$ cat src/rtl/uart_pkg.sv
// Shared UART definitions: FSM state encoding, default frame geometry and
// counter-width helpers used by the TX controller and its bit timer.
package uart_pkg;

  typedef enum logic [2:0] {
    IDLE   = 3'd0,
    START  = 3'd1,
    DATA   = 3'd2,
    PARITY = 3'd3,
    STOP   = 3'd4
  } uart_state_e;

  localparam int OVERSAMPLE_DEFAULT = 16;
  localparam int DATA_BITS_DEFAULT  = 8;

  // Width needed to count 0..n-1, never narrower than one bit.
  function automatic int cnt_width(input int n);
    return (n > 1) ? $clog2(n) : 1;
  endfunction

  localparam int TICK_CNT_W = cnt_width(OVERSAMPLE_DEFAULT);
  localparam int BIT_CNT_W  = cnt_width(DATA_BITS_DEFAULT);

endpackage

$ cat src/rtl/uart_tx_ctrl_if.sv
// Byte hand-off between a requester (TX FIFO or user logic) and the UART
// transmit controller: data qualified by a valid/ready handshake.
interface uart_tx_ctrl_if
  import uart_pkg::*;
#(
  parameter int DATA_BITS = DATA_BITS_DEFAULT
);

  logic [DATA_BITS-1:0] tx_data;
  logic                 tx_valid;
  logic                 tx_ready;

  modport master (output tx_data, output tx_valid, input  tx_ready);
  modport slave  (input  tx_data, input  tx_valid, output tx_ready);

endinterface

$ cat src/rtl/uart_bit_timer.sv
// Oversample tick counter: flags the tick that closes one bit period.
// Holding clear keeps the count at zero and suppresses bit_end.
module uart_bit_timer
  import uart_pkg::*;
#(
  parameter int OVERSAMPLE = OVERSAMPLE_DEFAULT
) (
  input  logic system_clk,
  input  logic rst,
  input  logic clear,
  input  logic tick_in,
  output logic bit_end
);

  localparam int              CNT_W     = cnt_width(OVERSAMPLE);
  localparam logic [CNT_W-1:0] LAST_TICK = CNT_W'(OVERSAMPLE - 1);

  logic [CNT_W-1:0] tick_cnt_reg;
  logic [CNT_W-1:0] tick_cnt_next;

  always_comb begin
    tick_cnt_next = tick_cnt_reg;
    if (clear) begin
      tick_cnt_next = '0;
    end else if (tick_in) begin
      tick_cnt_next = (tick_cnt_reg == LAST_TICK) ? '0 : tick_cnt_reg + CNT_W'(1);
    end
  end

  always_ff @(posedge system_clk or posedge rst) begin
    if (rst) begin
      tick_cnt_reg <= '0;
    end else begin
      tick_cnt_reg <= tick_cnt_next;
    end
  end

  assign bit_end = tick_in && !clear && (tick_cnt_reg == LAST_TICK);

endmodule

$ cat src/rtl/uart_tx_ctrl.sv
// UART transmit frame sequencer: start / data LSB-first / [parity] / stop bits,
// each OVERSAMPLE ticks long. Parity bit is compiled in with UART_TX_PARITY_EN.
module uart_tx_ctrl
  import uart_pkg::*;
#(
  parameter int DATA_BITS  = DATA_BITS_DEFAULT,
  parameter int OVERSAMPLE = OVERSAMPLE_DEFAULT,
  parameter int STOP_BITS  = 1,
  parameter int PARITY_ODD = 0
) (
  input  logic          system_clk,
  input  logic          rst,
  input  logic          tick_in,
  uart_tx_ctrl_if.slave req,
  output logic          tx,
  output logic          busy,
  output logic          done
);

  localparam int               BIT_W     = cnt_width(DATA_BITS);
  localparam logic [BIT_W-1:0] LAST_DATA = BIT_W'(DATA_BITS - 1);
  localparam logic [BIT_W-1:0] LAST_STOP = BIT_W'(STOP_BITS - 1);
  localparam bit PARAMS_OK = (DATA_BITS >= 5) && (DATA_BITS <= 9) && (OVERSAMPLE >= 2) &&
                             (STOP_BITS >= 1) && (STOP_BITS <= 2) &&
                             (PARITY_ODD >= 0) && (PARITY_ODD <= 1);

  generate
    if (!PARAMS_OK) begin : g_bad_params
      $error("uart_tx_ctrl: unsupported parameter combination");
    end
  endgenerate

  uart_state_e          state_reg, state_next;
  logic [DATA_BITS-1:0] shift_reg, shift_next;
  logic [BIT_W-1:0]     bit_cnt_reg, bit_cnt_next;
  logic                 tx_reg, tx_next;
  logic                 done_reg, done_next;
  logic                 bit_end;
`ifdef UART_TX_PARITY_EN
  localparam logic      PARITY_SENSE = (PARITY_ODD != 0);
  logic [DATA_BITS-1:0] latched_reg, latched_next;
`endif

  // The timer is held cleared while idle, so a tick on the accept cycle is lost.
  uart_bit_timer #(
    .OVERSAMPLE (OVERSAMPLE)
  ) u_bit_timer (
    .system_clk (system_clk),
    .rst        (rst),
    .clear      (state_reg == IDLE),
    .tick_in    (tick_in),
    .bit_end    (bit_end)
  );

  always_comb begin
    state_next   = state_reg;
    shift_next   = shift_reg;
    bit_cnt_next = bit_cnt_reg;
    tx_next      = tx_reg;
    done_next    = 1'b0;
`ifdef UART_TX_PARITY_EN
    latched_next = latched_reg;
`endif
    case (state_reg)
      IDLE: begin
        tx_next = 1'b1;
        if (req.tx_valid) begin
          shift_next   = req.tx_data;
`ifdef UART_TX_PARITY_EN
          latched_next = req.tx_data;
`endif
          bit_cnt_next = '0;
          state_next   = START;
          tx_next      = 1'b0;
        end
      end
      START: begin
        if (bit_end) begin
          state_next = DATA;
          tx_next    = shift_reg[0];
        end
      end
      DATA: begin
        if (bit_end) begin
          shift_next = shift_reg >> 1;
          if (bit_cnt_reg == LAST_DATA) begin
            bit_cnt_next = '0;
`ifdef UART_TX_PARITY_EN
            state_next   = PARITY;
            tx_next      = (^latched_reg) ^ PARITY_SENSE;
`else
            state_next   = STOP;
            tx_next      = 1'b1;
`endif
          end else begin
            bit_cnt_next = bit_cnt_reg + BIT_W'(1);
            tx_next      = shift_reg[1];
          end
        end
      end
`ifdef UART_TX_PARITY_EN
      PARITY: begin
        if (bit_end) begin
          state_next = STOP;
          tx_next    = 1'b1;
        end
      end
`endif
      STOP: begin
        tx_next = 1'b1;
        if (bit_end) begin
          if (bit_cnt_reg == LAST_STOP) begin
            state_next   = IDLE;
            done_next    = 1'b1;
            bit_cnt_next = '0;
          end else begin
            bit_cnt_next = bit_cnt_reg + BIT_W'(1);
          end
        end
      end
      default: begin
        state_next = IDLE;
        tx_next    = 1'b1;
      end
    endcase
  end

  always_ff @(posedge system_clk or posedge rst) begin
    if (rst) begin
      state_reg   <= IDLE;
      shift_reg   <= '0;
      bit_cnt_reg <= '0;
      tx_reg      <= 1'b1;
      done_reg    <= 1'b0;
`ifdef UART_TX_PARITY_EN
      latched_reg <= '0;
`endif
    end else begin
      state_reg   <= state_next;
      shift_reg   <= shift_next;
      bit_cnt_reg <= bit_cnt_next;
      tx_reg      <= tx_next;
      done_reg    <= done_next;
`ifdef UART_TX_PARITY_EN
      latched_reg <= latched_next;
`endif
    end
  end

  assign req.tx_ready = (state_reg == IDLE);
  assign busy         = (state_reg != IDLE);
  assign tx           = tx_reg;
  assign done         = done_reg;

endmodule

$ cat src/flat_wrapper.sv
// flat-port wrapper written by rule: the top's interface ports become plain ports
module uart_tx_ctrl_flat import uart_pkg::*;
#(
  parameter int DATA_BITS  = DATA_BITS_DEFAULT,
  parameter int OVERSAMPLE = OVERSAMPLE_DEFAULT,
  parameter int STOP_BITS  = 1,
  parameter int PARITY_ODD = 0
)
  (system_clk, rst, tick_in, tx, busy, done, req_tx_data, req_tx_valid, req_tx_ready);
  uart_tx_ctrl_if #(.DATA_BITS(DATA_BITS)) req_i ();
  input  logic system_clk;
  input  logic rst;
  input  logic tick_in;
  output logic tx;
  output logic busy;
  output logic done;
  input wire logic [$bits(req_i.tx_data)-1:0] req_tx_data;
  input wire logic [$bits(req_i.tx_valid)-1:0] req_tx_valid;
  output wire logic [$bits(req_i.tx_ready)-1:0] req_tx_ready;
  assign req_i.tx_data = req_tx_data;
  assign req_i.tx_valid = req_tx_valid;
  assign req_tx_ready = req_i.tx_ready;
  uart_tx_ctrl #(.DATA_BITS(DATA_BITS), .OVERSAMPLE(OVERSAMPLE), .STOP_BITS(STOP_BITS), .PARITY_ODD(PARITY_ODD)) u_core (.system_clk(system_clk), .rst(rst), .tick_in(tick_in), .req(req_i), .tx(tx), .busy(busy), .done(done));
endmodule
$ cat config.mk
export PLATFORM = sky130hd
export DESIGN_NAME = uart_tx_ctrl_flat
export DESIGN_NICKNAME = d
export VERILOG_FILES = /design/src/rtl/uart_pkg.sv /design/src/rtl/uart_tx_ctrl_if.sv /design/src/rtl/uart_bit_timer.sv /design/src/rtl/uart_tx_ctrl.sv /design/src/flat_wrapper.sv
export SDC_FILE = /design/constraint.sdc
export NUM_CORES = 1
export LEC_CHECK = 0
export CAP_MARGIN = 20
export CELL_PAD_IN_SITES_DETAIL_PLACEMENT = 1
export CELL_PAD_IN_SITES_GLOBAL_PLACEMENT = 1
export CORE_MARGIN = 5
export CORE_UTILIZATION = 41
export DETAILED_ROUTE_END_ITERATION = 12
export GPL_ROUTABILITY_DRIVEN = 0
export MAX_ROUTING_LAYER = met4
export PLACE_DENSITY = 0.81
export SLEW_MARGIN = 20
export SYNTH_ARGS = -nofsm -noshare
export SYNTH_HDL_FRONTEND = slang
export SYNTH_HIERARCHICAL = 1
export SYNTH_SLANG_ARGS = --single-unit
$ cat constraint.sdc
create_clock -name system_clk -period 3.3 [get_ports system_clk]
set_clock_uncertainty 0.05 [all_clocks]
set_input_delay 0.825 -clock system_clk [delete_from_list [all_inputs] [get_ports system_clk]]
set_output_delay 0.825 -clock system_clk [all_outputs]
set_load 0.02 [all_outputs]
==> results <==
-- power by group through the flow --
| stage | Clock (mW) | Combinational, mW | Sequential, mW |
|---|---|---|---|
| 2_1_floorplan | 0 | 0.251 | 0.385 |
| 4_1_cts | 0.206 | 0.327 | 0.421 |
| 3_3_place_gp | 0 | 0.306 | 0.420 |
| 6_report | 0.203 | 0.318 | 0.420 |
| 3_5_place_dp | 0 | 0.324 | 0.425 |
| 5_1_grt | 0.223 | 0.362 | 0.437 |
-- layout by cell type (no fill, tap or decap), types with 4 or more instances in the layout --
cell / instances
dfrtp_1: 19
clkdlybuf4s50_1: 15
nand2_1: 13
mux2i_1: 11
o21ai_0: 8
inv_1: 7
nor2_1: 6
a21oi_1: 6
nand2b_1: 4
ha_1: 4
-- layer usage --
layer	part of all wire	routed length (um)	GRT usage	vias up
met2	0.50	1260	0.249	10
met3	0.022	54	0.0249	2
met1	0.47	1170	0.170	454
met4	0.0072	18	0.0468	0
met5	0	0	-	-
li1	-	-	-	442
-- worst paths after layout --
kind                                     start  cells after the start  slack, ns                                  to
setup / recovery           u_core/state_reg[0]                      3       0.48                        req_tx_ready
hold / removal             u_core/shift_reg[3]                      2       0.44                 u_core/shift_reg[3]
setup reg to reg           u_core/state_reg[0]                      8       0.87               u_core/bit_cnt_reg[2]
hold reg to reg            u_core/shift_reg[3]                      2       0.44                 u_core/shift_reg[3]
max in group asynchronous                  rst                      2       1.94               u_core/bit_cnt_reg[0]
min in group asynchronous                  rst                      2       0.66  u_core/u_bit_timer/tick_cnt_reg[0]
-- cell usage after synthesis --
| library cell | count | area [um^2] |
|---|---|---|
| nand3b_1 | 2 | 15.0 |
| o21ai_1 | 1 | 5.00 |
| a21o_1 | 2 | 15.0 |
| xor2_1 | 1 | 8.76 |
| mux2_1 | 3 | 33.8 |
| inv_1 | 7 | 26.3 |
| nor3_1 | 3 | 15.0 |
| a21oi_1 | 6 | 30.0 |
| nand2_1 | 13 | 48.8 |
| or2b_1 | 2 | 15.0 |
| nand2_2 | 2 | 12.5 |
| dfrtp_1 | 19 | 475 |
| a21oi_4 | 1 | 16.3 |
| buf_4 | 2 | 15.0 |
| a2bb2oi_1 | 1 | 8.76 |
| nor2_1 | 6 | 22.5 |
| or3_4 | 1 | 11.3 |
| buf_2 | 3 | 15.0 |
| a32o_1 | 1 | 10.0 |
| nor4_1 | 1 | 6.26 |
| mux2_2 | 1 | 11.3 |
| buf_6 | 1 | 11.3 |
| nand3_1 | 1 | 5.00 |
| nor2b_1 | 1 | 6.26 |
| a22oi_1 | 1 | 7.51 |
| o21ai_0 | 8 | 40.0 |
| mux2i_1 | 11 | 110 |
| o22ai_1 | 1 | 6.26 |
| a2111oi_0 | 1 | 8.76 |
| ha_1 | 4 | 50.1 |
| inv_2 | 1 | 3.75 |
| nand2b_1 | 4 | 25.0 |
| a211oi_1 | 2 | 15.0 |
| nor4b_1 | 2 | 17.5 |
| and2_1 | 1 | 6.26 |
| or3_1 | 1 | 6.26 |
| dfstp_2 | 1 | 26.3 |
-- per-stage QoR --
step	power (mW)	std cells	instance area, um^2
global placement	0.726	161	1330
detailed placement	0.749	161	1330
floorplan	0.635	119	1160
finish	0.941	165	1380
global route	1.02	165	1380
CTS	0.954	165	1380
-- layout make-up --
cell class	count	area [um^2]	area share
inverters	8	30.0	0.0218
repair buffers	17	165	0.120
well taps	31	38.8	0.0282
flip-flops and latches	20	502	0.364
multi-input cells	85	589	0.428
clock buffers	3	22.5	0.0163
clock inverters	1	30.0	0.0218
-- kinds of logic after synthesis --
kind of cell             synth area share
multiplexers                        0.133
AND/OR/NAND/NOR                     0.183
flip-flops                          0.432
AO/OA/AOI/OAI                       0.140
XOR/XNOR                          0.00754
buffers and inverters              0.0613
adder cells (fa/ha/maj)            0.0431
-- tightest hold or removal path: stages, from the launching register on --
cell and delay (ns):
dfrtp_1 0.36, nand2_1 0.05, o21ai_0 0.06
==> impl_metrics.ini <==
[outcome]
run_status = completed

[clock_network]
clkTransAtPathRegs_ns = 0.13
insertion_delay_ns = 0.31
postCtsResizedCells = 0
clkSinkCount = 20
clock-root-buffer = clkbuf_4
cts_max_level = 1
cts_hold_buf = 0
cts_buffer_depth = 2
cts_buffers = 3
cts_setup_buffers = 0
cts_tree = yes

[drt]
ant_nets = 0
wirelength_um = 2510
drc = 0
drt_iter0_markers = 27
dr.pass1.iters = 4
num_vias = 908
routed_via_density = 5.50
avgRoutedWirePerCell_um = 15.2

[flow_run]
drv_cap = 0

[pwr]
power_leakage_nw = 0.582
power_switching_mw = 0.340
p_per_area_nw_per_um2 = 683
pwr-share-comb = 0.338
power.share.sequential = 0.447
switching_share = 0.361
power.internal_mw = 0.601
clockPowerShare = 0.215
peakVddDrop_uv = 418

[timing]
rsz0062_at_grt = no
period_share = 0.854
fmax_mhz = 355
drv_slew = 0
layout_setup_ws_ns = 0.483
setup_tns_ns = 0
worstMarginPinSlew_ns = 0.620
hold_viol = 0
period_minus_slack_ns = 2.82
hold-worst-slack_ns = 0.445
slew_headroom = 0.586
finalSetupViolCount = 0

[synthesis]
yosysWarnings = 6
yosysUniqueCellTypes = 37
syn_inst = 119
ys_ff_latch = 20
synth_area_um2 = 1160
avgSynthCellArea_um2 = 9.77
synth_nets = 135
ys_seq_area_frac = 0.432

[place]
dp_slack_ns = 0.448
dp_hpwl_um = 1890
io_buffers = 15

[global_routing]
overflow = 0
antenna_found_initial = 0
grt_pass1_vias = 1001
grt_pass1_wl_um = 4620
grt_usage = 0.144
grt_max_degree = 17

[floorplanning]
die_y_um = 63.2
dieArea_um2 = 4000
io_pins = 16
core_area_um2 = 2730
initial_core_util = 0.425
num_rows = 19
die_w_um = 63.2

[setup_path]
crit_required_ns = 2.42
critical_path_class = flop to primary output
critPathTopFamily = buffers and inverters
crit_path_max_incr_delay_ns = 0.61
crit_chain = nor3_1 -> buf_4 -> clkdlybuf4s50_1
cp_data_arrival_time_ns = 1.94
cp-start-kind = flop
path_buf_inv = 2
crit_slowest_cell = clkdlybuf4s50_1
endpoint_kind = primary output
cp_max_fo = 16

[cells_and_area]
n_antenna_cell = 0
fillers = 320
largest_register_ff_count = 8
syn_to_final_growth_pct = 18.5
final_util = 0.504
drive_above_1_share = 0.0970
final_nets = 151

[hold_path]
worstHoldPathType = flop to flop
Power figures use the tool's default switching activity.
